**config.mk**
```make
export PLATFORM = sky130hd
export DESIGN_NAME = pipe_ctrl
export DESIGN_NICKNAME = d
export VERILOG_FILES = /design/src/rtl/pipe_ctrl_pkg.sv /design/src/rtl/pipe_ctrl_fwd_sel.sv /design/src/rtl/pipe_ctrl.sv
export SDC_FILE = /design/constraint.sdc
export NUM_CORES = 1
export LEC_CHECK = 0
export ABC_AREA = 1
export BUFFER_PORTS_ARGS = -buffer_cell sky130_fd_sc_hd__clkbuf_2
export CORE_AREA = 2 2 105 56
export CTS_CLUSTER_DIAMETER = 100
export DETAILED_ROUTE_END_ITERATION = 12
export DIE_AREA = 0 0 107 58
export HOLD_SLACK_MARGIN = 0.06
export PLACE_DENSITY = 0.79
export SYNTH_ARGS = -nofsm -noshare
export SYNTH_HDL_FRONTEND = slang
export SYNTH_HIERARCHICAL = 1
export SYNTH_SLANG_ARGS = --single-unit
```
**constraint.sdc**
```tcl
create_clock -name clk -period 2.09 [get_ports clk]
set_input_delay 0.209 -clock clk [delete_from_list [all_inputs] [get_ports clk]]
set_output_delay 0.209 -clock clk [all_outputs]
set_load 0.01 [all_outputs]
```
**src/rtl/pipe_ctrl_pkg.sv**
```systemverilog
// Shared definitions for the pipeline hazard controller: FSM state
// encodings and forwarding-select codes used by the EX operand muxes.
package pipe_ctrl_pkg;

    // Controller state; the value is the event that won the previous cycle.
    typedef enum logic [1:0] {
        ST_RUN     = 2'd0,
        ST_LDSTALL = 2'd1,
        ST_BRFLUSH = 2'd2,
        ST_MEMWAIT = 2'd3
    } state_t;

    // EX operand source select codes.
    localparam logic [1:0] FWD_RF = 2'd0;  // register file value
    localparam logic [1:0] FWD_EM = 2'd1;  // EX/MEM pipeline register
    localparam logic [1:0] FWD_MW = 2'd2;  // MEM/WB pipeline register

endpackage

```
**src/rtl/pipe_ctrl_fwd_sel.sv**
```systemverilog
// Forwarding select for one source operand. The youngest producer (the
// instruction currently in EX) wins over the one in MEM; x0 is never forwarded.
module fwd_sel
    import pipe_ctrl_pkg::*;
(
    input  logic [4:0] rs_i,
    input  logic [4:0] rd_de_i,
    input  logic       regwrite_de_i,
    input  logic [4:0] rd_em_i,
    input  logic       regwrite_em_i,
    output logic [1:0] sel_o
);

    // Priority select: EX producer, then MEM producer, else register file.
    always_comb begin
        sel_o = FWD_RF;
        if (regwrite_de_i && (rd_de_i != 5'd0) && (rd_de_i == rs_i)) begin
            sel_o = FWD_EM;
        end else if (regwrite_em_i && (rd_em_i != 5'd0) && (rd_em_i == rs_i)) begin
            sel_o = FWD_MW;
        end
    end

endmodule

```
**src/rtl/pipe_ctrl.sv**
```systemverilog
// Pipeline hazard controller: resolves memory-wait, taken-branch and
// load-use events into stall/flush/redirect controls, registers the EX
// forwarding selects and counts stall and redirect cycles.
module pipe_ctrl
    import pipe_ctrl_pkg::*;
#(
    parameter int CNT_W = 16
) (
    input  logic             clk,
    input  logic             rst_n,
    input  logic [4:0]       RS1_D,
    input  logic [4:0]       RS2_D,
    input  logic             USE_RS1_D,
    input  logic             USE_RS2_D,
    input  logic [4:0]       RD_DE,
    input  logic             RegWrite_DE,
    input  logic             MemRead_DE,
    input  logic [4:0]       RD_EM,
    input  logic             RegWrite_EM,
    input  logic             isBranch_E,
    input  logic             MEM_BUSY,
    output logic             STALL_F,
    output logic             STALL_D,
    output logic             STALL_E,
    output logic             STALL_M,
    output logic             FLUSH_D,
    output logic             FLUSH_E,
    output logic             REDIRECT_F,
    output logic [1:0]       FWD1_SEL_E,
    output logic [1:0]       FWD2_SEL_E,
    output logic [CNT_W-1:0] STALL_CNT,
    output logic [CNT_W-1:0] FLUSH_CNT,
    output logic [1:0]       STATE
);

    localparam logic [CNT_W-1:0] CNT_MAX = {CNT_W{1'b1}};

    state_t           state_q, state_d;
    logic [1:0][1:0]  fwd_q;
    logic [1:0][1:0]  fwd_d;
    logic [1:0][4:0]  rs_src;
    logic [CNT_W-1:0] stall_cnt_q, stall_cnt_d;
    logic [CNT_W-1:0] flush_cnt_q, flush_cnt_d;
    logic             load_use_hazard;
    logic             load_use;

    assign rs_src[0] = RS1_D;
    assign rs_src[1] = RS2_D;

    // One select generator per source operand.
    generate
        for (genvar gi = 0; gi < 2; gi++) begin : g_fwd
            fwd_sel u_fwd_sel (
                .rs_i          (rs_src[gi]),
                .rd_de_i       (RD_DE),
                .regwrite_de_i (RegWrite_DE),
                .rd_em_i       (RD_EM),
                .regwrite_em_i (RegWrite_EM),
                .sel_o         (fwd_d[gi])
            );
        end
    endgenerate

    // A load in EX whose result is needed by decode. The stall lasts a single
    // cycle: if the previous cycle was already the load-use bubble, the same
    // hazard is not stalled again (the load has moved on to MEM by then).
    always_comb begin
        load_use_hazard = MemRead_DE && RegWrite_DE && (RD_DE != 5'd0) &&
                          ((USE_RS1_D && (RS1_D == RD_DE)) ||
                           (USE_RS2_D && (RS2_D == RD_DE)));
        load_use = load_use_hazard && (state_q != ST_LDSTALL);
    end

    // Event priority: memory wait, then taken branch, then load-use.
    always_comb begin
        STALL_F    = 1'b0;
        STALL_D    = 1'b0;
        STALL_E    = 1'b0;
        STALL_M    = 1'b0;
        FLUSH_D    = 1'b0;
        FLUSH_E    = 1'b0;
        REDIRECT_F = 1'b0;
        state_d    = ST_RUN;
        if (MEM_BUSY) begin
            STALL_F = 1'b1;
            STALL_D = 1'b1;
            STALL_E = 1'b1;
            STALL_M = 1'b1;
            state_d = ST_MEMWAIT;
        end else if (isBranch_E) begin
            REDIRECT_F = 1'b1;
            FLUSH_D    = 1'b1;
            FLUSH_E    = 1'b1;
            state_d    = ST_BRFLUSH;
        end else if (load_use) begin
            STALL_F = 1'b1;
            STALL_D = 1'b1;
            FLUSH_E = 1'b1;
            state_d = ST_LDSTALL;
        end
    end

    // Saturating next values for the event counters.
    always_comb begin
        stall_cnt_d = stall_cnt_q;
        flush_cnt_d = flush_cnt_q;
        if (STALL_F && (stall_cnt_q != CNT_MAX)) begin
            stall_cnt_d = stall_cnt_q + CNT_W'(1);
        end
        if (REDIRECT_F && (flush_cnt_q != CNT_MAX)) begin
            flush_cnt_d = flush_cnt_q + CNT_W'(1);
        end
    end

    // State, counters and forwarding selects; selects follow ID/EX, so they
    // hold while EX is stalled and clear when a bubble is inserted.
    always_ff @(posedge clk or negedge rst_n) begin
        if (!rst_n) begin
            state_q     <= ST_RUN;
            fwd_q       <= {FWD_RF, FWD_RF};
            stall_cnt_q <= '0;
            flush_cnt_q <= '0;
        end else begin
            state_q     <= state_d;
            stall_cnt_q <= stall_cnt_d;
            flush_cnt_q <= flush_cnt_d;
            if (!STALL_E) begin
                if (FLUSH_E) begin
                    fwd_q <= {FWD_RF, FWD_RF};
                end else begin
                    fwd_q <= fwd_d;
                end
            end
        end
    end

    assign FWD1_SEL_E = fwd_q[0];
    assign FWD2_SEL_E = fwd_q[1];
    assign STALL_CNT  = stall_cnt_q;
    assign FLUSH_CNT  = flush_cnt_q;
    assign STATE      = state_q;

endmodule

```
==> Word-level counts from Yosys, hierarchy flattened <==
Index checks and enable logic that the tools add are counted.
{ "word_totals": {"ff_bits": 38, "output_inout_bits": 45} }
{ "classes": {"eq_ne": 9, "muxes": 16, "n_addsub": 2, "reduce_logical": 17} }
{ "op_table": {"columns": ["operator", "n"], "rows": [
  ["16-bit by 1-bit adder with 16-bit output, second input constant", 2],
  ["16-bit inequality test, second input constant", 2],
  ["5-bit equality test", 6],
  ["1-bit logical AND", 14],
  ["2-bit 2-to-1 mux", 6],
  ["5-bit nonzero test", 2],
  ["1-bit 2-to-1 mux", 9],
  ["4-bit 2-to-1 mux", 1],
  ["2-bit by 1-bit inequality test with 1-bit output, second input constant", 1],
  ["1-bit logical OR", 1]
]} }

==> Longest topological paths before layout <==
{ "depth": {"ltp_word": 9, "mapped_depth": 12} }

==> Modules after synthesis <==
The synthesis kept the hierarchy.
{ "modules_own_cells": {"columns": ["module", "instances", "area_each_um2", "cells_per_inst", "seq_area_each_um2"], "rows": [
  ["pipe_ctrl", 1, 2293.4, 302, 950.9],
  ["fwd_sel", 2, 214.0, 50, 0.0]
]} }

==> Worst setup path before layout <==
OpenSTA, ideal clock, no wires.
{ "synth_timing": {"path_type": "flip-flop to flip-flop", "from": "register flush_cnt_q[0] (netlist: FLUSH_CNT[0])", "to": "register flush_cnt_q[14] (netlist: FLUSH_CNT[14])", "path_buffers": 1, "setup_time_ns": 0.126, "setup_slack_ns": 0.559, "arrival_time_ns": 1.404, "required_time_ns": 1.964, "stages_incl_launch_ff": 10, "path_cell_list": "dfrtp_1 -> ha_1 -> nand3_1 -> nor3_2 -> nand3_1 -> nand2_1 -> clkbuf_8 -> nor2_2 -> nand2_1 -> xnor2_1"} }
{ "synth_via": {"elab_chain_len": 2, "elab_cells_between_ends": 3, "cone_classes": "add/sub (1); eq/ne (1); reduce/logical (1)"} }
{ "synth_lines": {"columns": ["element", "line", "rtl"], "rows": [
  ["start, declared", "pipe_ctrl.sv:43", "logic [CNT_W-1:0] flush_cnt_q, flush_cnt_d;"],
  ["start signal, assigned", "pipe_ctrl.sv:126", "flush_cnt_q <= flush_cnt_d;"],
  ["branches (longest 2 deep; another with 16-bit by 1-bit adder with 16-bit output)", null, null]
]} }
Several ways; the timed one is not identified.
A chain may end at the register's enable or synchronous reset.

==> Worst setup path after layout <==
{ "layout_timing": {"from": "register flush_cnt_q[0] (netlist: FLUSH_CNT[0])", "to": "register flush_cnt_q[13] (netlist: FLUSH_CNT[13])"} }
Same word-level chain as after synthesis.

==> run_results.csv <==
group,metric,value,unit
sta,hold_viol_final,0,
sta,finalCriticalPeriod,1.88,ns
sta,timing.final.max_slew_violations,0,
cts,cts_hold_buf,1,
cells_and_area,diodes,0,
synth,synth_nets,433,
sta,slew_headroom,0.687,
place,dp_slack,0.243,ns
synth,synth_edf_count,0,
cells_and_area,design_area,3270,um^2
cts,cts_made_buffers,5,
cells_and_area,seq_area,951,um^2
critical_path,start_kind,"flop",
critical_path,max_stage_delay,0.43,ns
critical_path,critPathKind,"flop to flop",
synth,synth_ff_type,"dfrtp_1",
synth,avgSynthCellArea,6.77,um^2
power_and_ir_drop,ir_drop,0.000432,V
cts,cts_tree,"done",
route,wire_per_inst,12.1,um
route,first_iter_violations,239,
route,finalWirelength,6.70,mm
critical_path,path_cells,"ha_1 > nand3_1 > nor3_2 > nand3_1 > nand2_1 > nor2_1 > nand2_1 > xor2_1",
sta,worst_pin_slew,0.468,ns
cells_and_area,layout-drive-gt1-share,0.246,
sta,setup_ws,0.205,ns
cells_and_area,nets,509,
cells_and_area,area_delta_synth_final,20.2,%
die,die_w,107,um
power_and_ir_drop,leakage,1.87,nW
die,rows,19,
cts,cts.sinks,38,
critical_path,r2r-start,"FLUSH_CNT[0]",
synth,synth_area,2720,um^2
outcome,status,"finished clean",
sta,fin_crit_sh,0.902,
worst_hold_path,hp-start,"isBranch_E",
job,cap_violations,0,
place,hpwlAfterDp,5.20,mm
power_and_ir_drop,powerDensity,691,nW/um^2
cts,root_buffer,"clkbuf_8",
die,dieArea,6210,um^2
place,gp_congestion,0.961,
die,coreArea,5300,um^2
synth,ys_warn_count,6,
cells_and_area,multi_input_area,1440,um^2
synth,yosysSeqAreaShare,0.349,
critical_path,path_max_fanout,11,
cts,clk_latency,0.29,ns
worst_hold_path,hold_class,"input port to flop",
die,pin_count,74,
route,ant_nets,0,
critical_path,cp_top_family,"simple AND/OR/NAND/NOR gates",
grt,track_usage,0.232,
synth,synth.distinct_cells,26,
critical_path,arrival,2.06,ns
sta,rsz0062_at_grt,"no",
cts,path_clk_slew,0.08,ns
critical_path,startpoint,"FLUSH_CNT[0]",
grt,grt_max_degree,27,
critical_path,crit_required,2.27,ns
cts,htree_levels,2,
critical_path,path_buf_inv,0,
sta,fin_worst_skew,0.00838,ns
cells_and_area,final_util,0.617,
critical_path,critPathSlowestCell,"dfrtp_1",
synth,async_flop_share,1.00,
place,placed_cell_area,3120,um^2
cells_and_area,fill_cells,468,
sta,max_freq,0.531,GHz
sta,setup_viol,0,
sta,finalSetupTns,0,ns
cts,cts_resized,0,
synth,ys_ff_latch,38,
grt,overflow,0,
synth,syn_inst,402,
cts,cts_buffer_depth,2,
route,dr.pass1.iters,4,
route,num_vias,2664,
route,drc,0,
grt,antenna_found_initial,0,
die,initial_core_util,0.513,
route,viasPerCell,4.83,
grt,first_global_vias,2302,
cts,post-cts-setup-buffers,0,
die,fp.dieH,58,um
place,io_buffers,73,
critical_path,crit_path_end_kind,"flop",
grt,grt_pass1_wl,11.2,mm
==> metrics by stage <==
step | hold WS (ns) | instances | power, W
after floorplan | -0.0866 | 402 | 0.00129
after global placement | 0.120 | 543 | 0.00151
after detailed placement | 0.133 | 543 | 0.00152
after CTS | 0.192 | 552 | 0.00228
after global routing | 0.219 | 552 | 0.00239
final | 0.196 | 552 | 0.00226
==> Yosys cell counts, drive strengths merged, types with 4 or more instances <==
cell / number / area, um^2
xor2: 17 / 149
buf: 7 / 63.8
o21ai: 14 / 70.1
nand3: 37 / 205
dfrtp: 38 / 951
nand2: 145 / 567
nor2: 41 / 169
a21oi: 4 / 20.0
nor3: 12 / 91.3
xnor2: 7 / 61.3
inv: 67 / 251
nand4: 5 / 37.5
==> tightest hold or removal path, cell delays in order <==
cell	delay (ns)
clkbuf_2	0.08
inv_1	0.09
nand2_1	0.07
==> sequential cells by signal, indices dropped and copies added, names as in the netlist <==
register	cells
FWD1_SEL_E	2
FWD2_SEL_E	2
STATE	2
STALL_CNT	16
FLUSH_CNT	16
==> cells in the final DEF, fill, tap and decap left out, types with 5 or more instances in the layout <==
cell and count:
clkbuf_2 73, clkbuf_8 5, dfrtp_1 38, inv_1 59, inv_2 8, nand2_1 138
nand2_2 6, nand3_1 33, nor2_1 35, nor2_2 6, nor3_1 7, o21ai_0 14
xnor2_1 7, xor2_1 17
==> routing by layer <==
metal	track usage	up-vias	share of wire	routed length, um
met5	0	-	0	0
met4	0.0427	0	0.0069	46
met3	0.0484	7	0.078	525
met2	0.328	99	0.41	2710
met1	0.367	1183	0.51	3410
li1	-	1375	-	-
==> cell families (layout without fill, tap and decap cells) <==
group | count (synthesis) | after routing | synth area share
AOI/OAI and AO/OA | 20 | 20 | 0.0386
xor gates and xnor gates | 24 | 24 | 0.0772
adders and majority gates | 2 | 2 | 0.00919
buffers and inverters | 75 | 152 | 0.121
DFF | 38 | 38 | 0.349
and+or+nand+nor | 243 | 243 | 0.405
==> cell type report <==
cell class / count / share of cell area
Clock buffer: 5 / 0.0210
Clock inverter: 3 / 0.0210
Inverter: 67 / 0.0769
Multi-Input combinational cell: 289 / 0.441
Sequential cell: 38 / 0.291
Tap cell: 73 / 0.0279
Timing Repair Buffer: 77 / 0.122
==> final timing paths <==
path / end / slack [ns] / depth (start not counted)
setup / recovery: FLUSH_CNT[13] / 0.21 / 8
max in group asynchronous: STALL_CNT[5] / 1.18 / 3
min in group asynchronous: FLUSH_CNT[9] / 0.34 / 2
hold / removal: STATE[1] / 0.20 / 3
setup reg to reg: FLUSH_CNT[13] / 0.21 / 8
hold reg to reg: FWD2_SEL_E[1] / 0.49 / 2
==> where the power goes <==
group          switching [W]  internal (W)  leakage, nW
Sequential          0.000128      0.000833        0.503
Combinational       0.000326      0.000223         1.30
Clock               0.000273      0.000478       0.0683
Note: power is estimated with default switching activity, not from simulation.
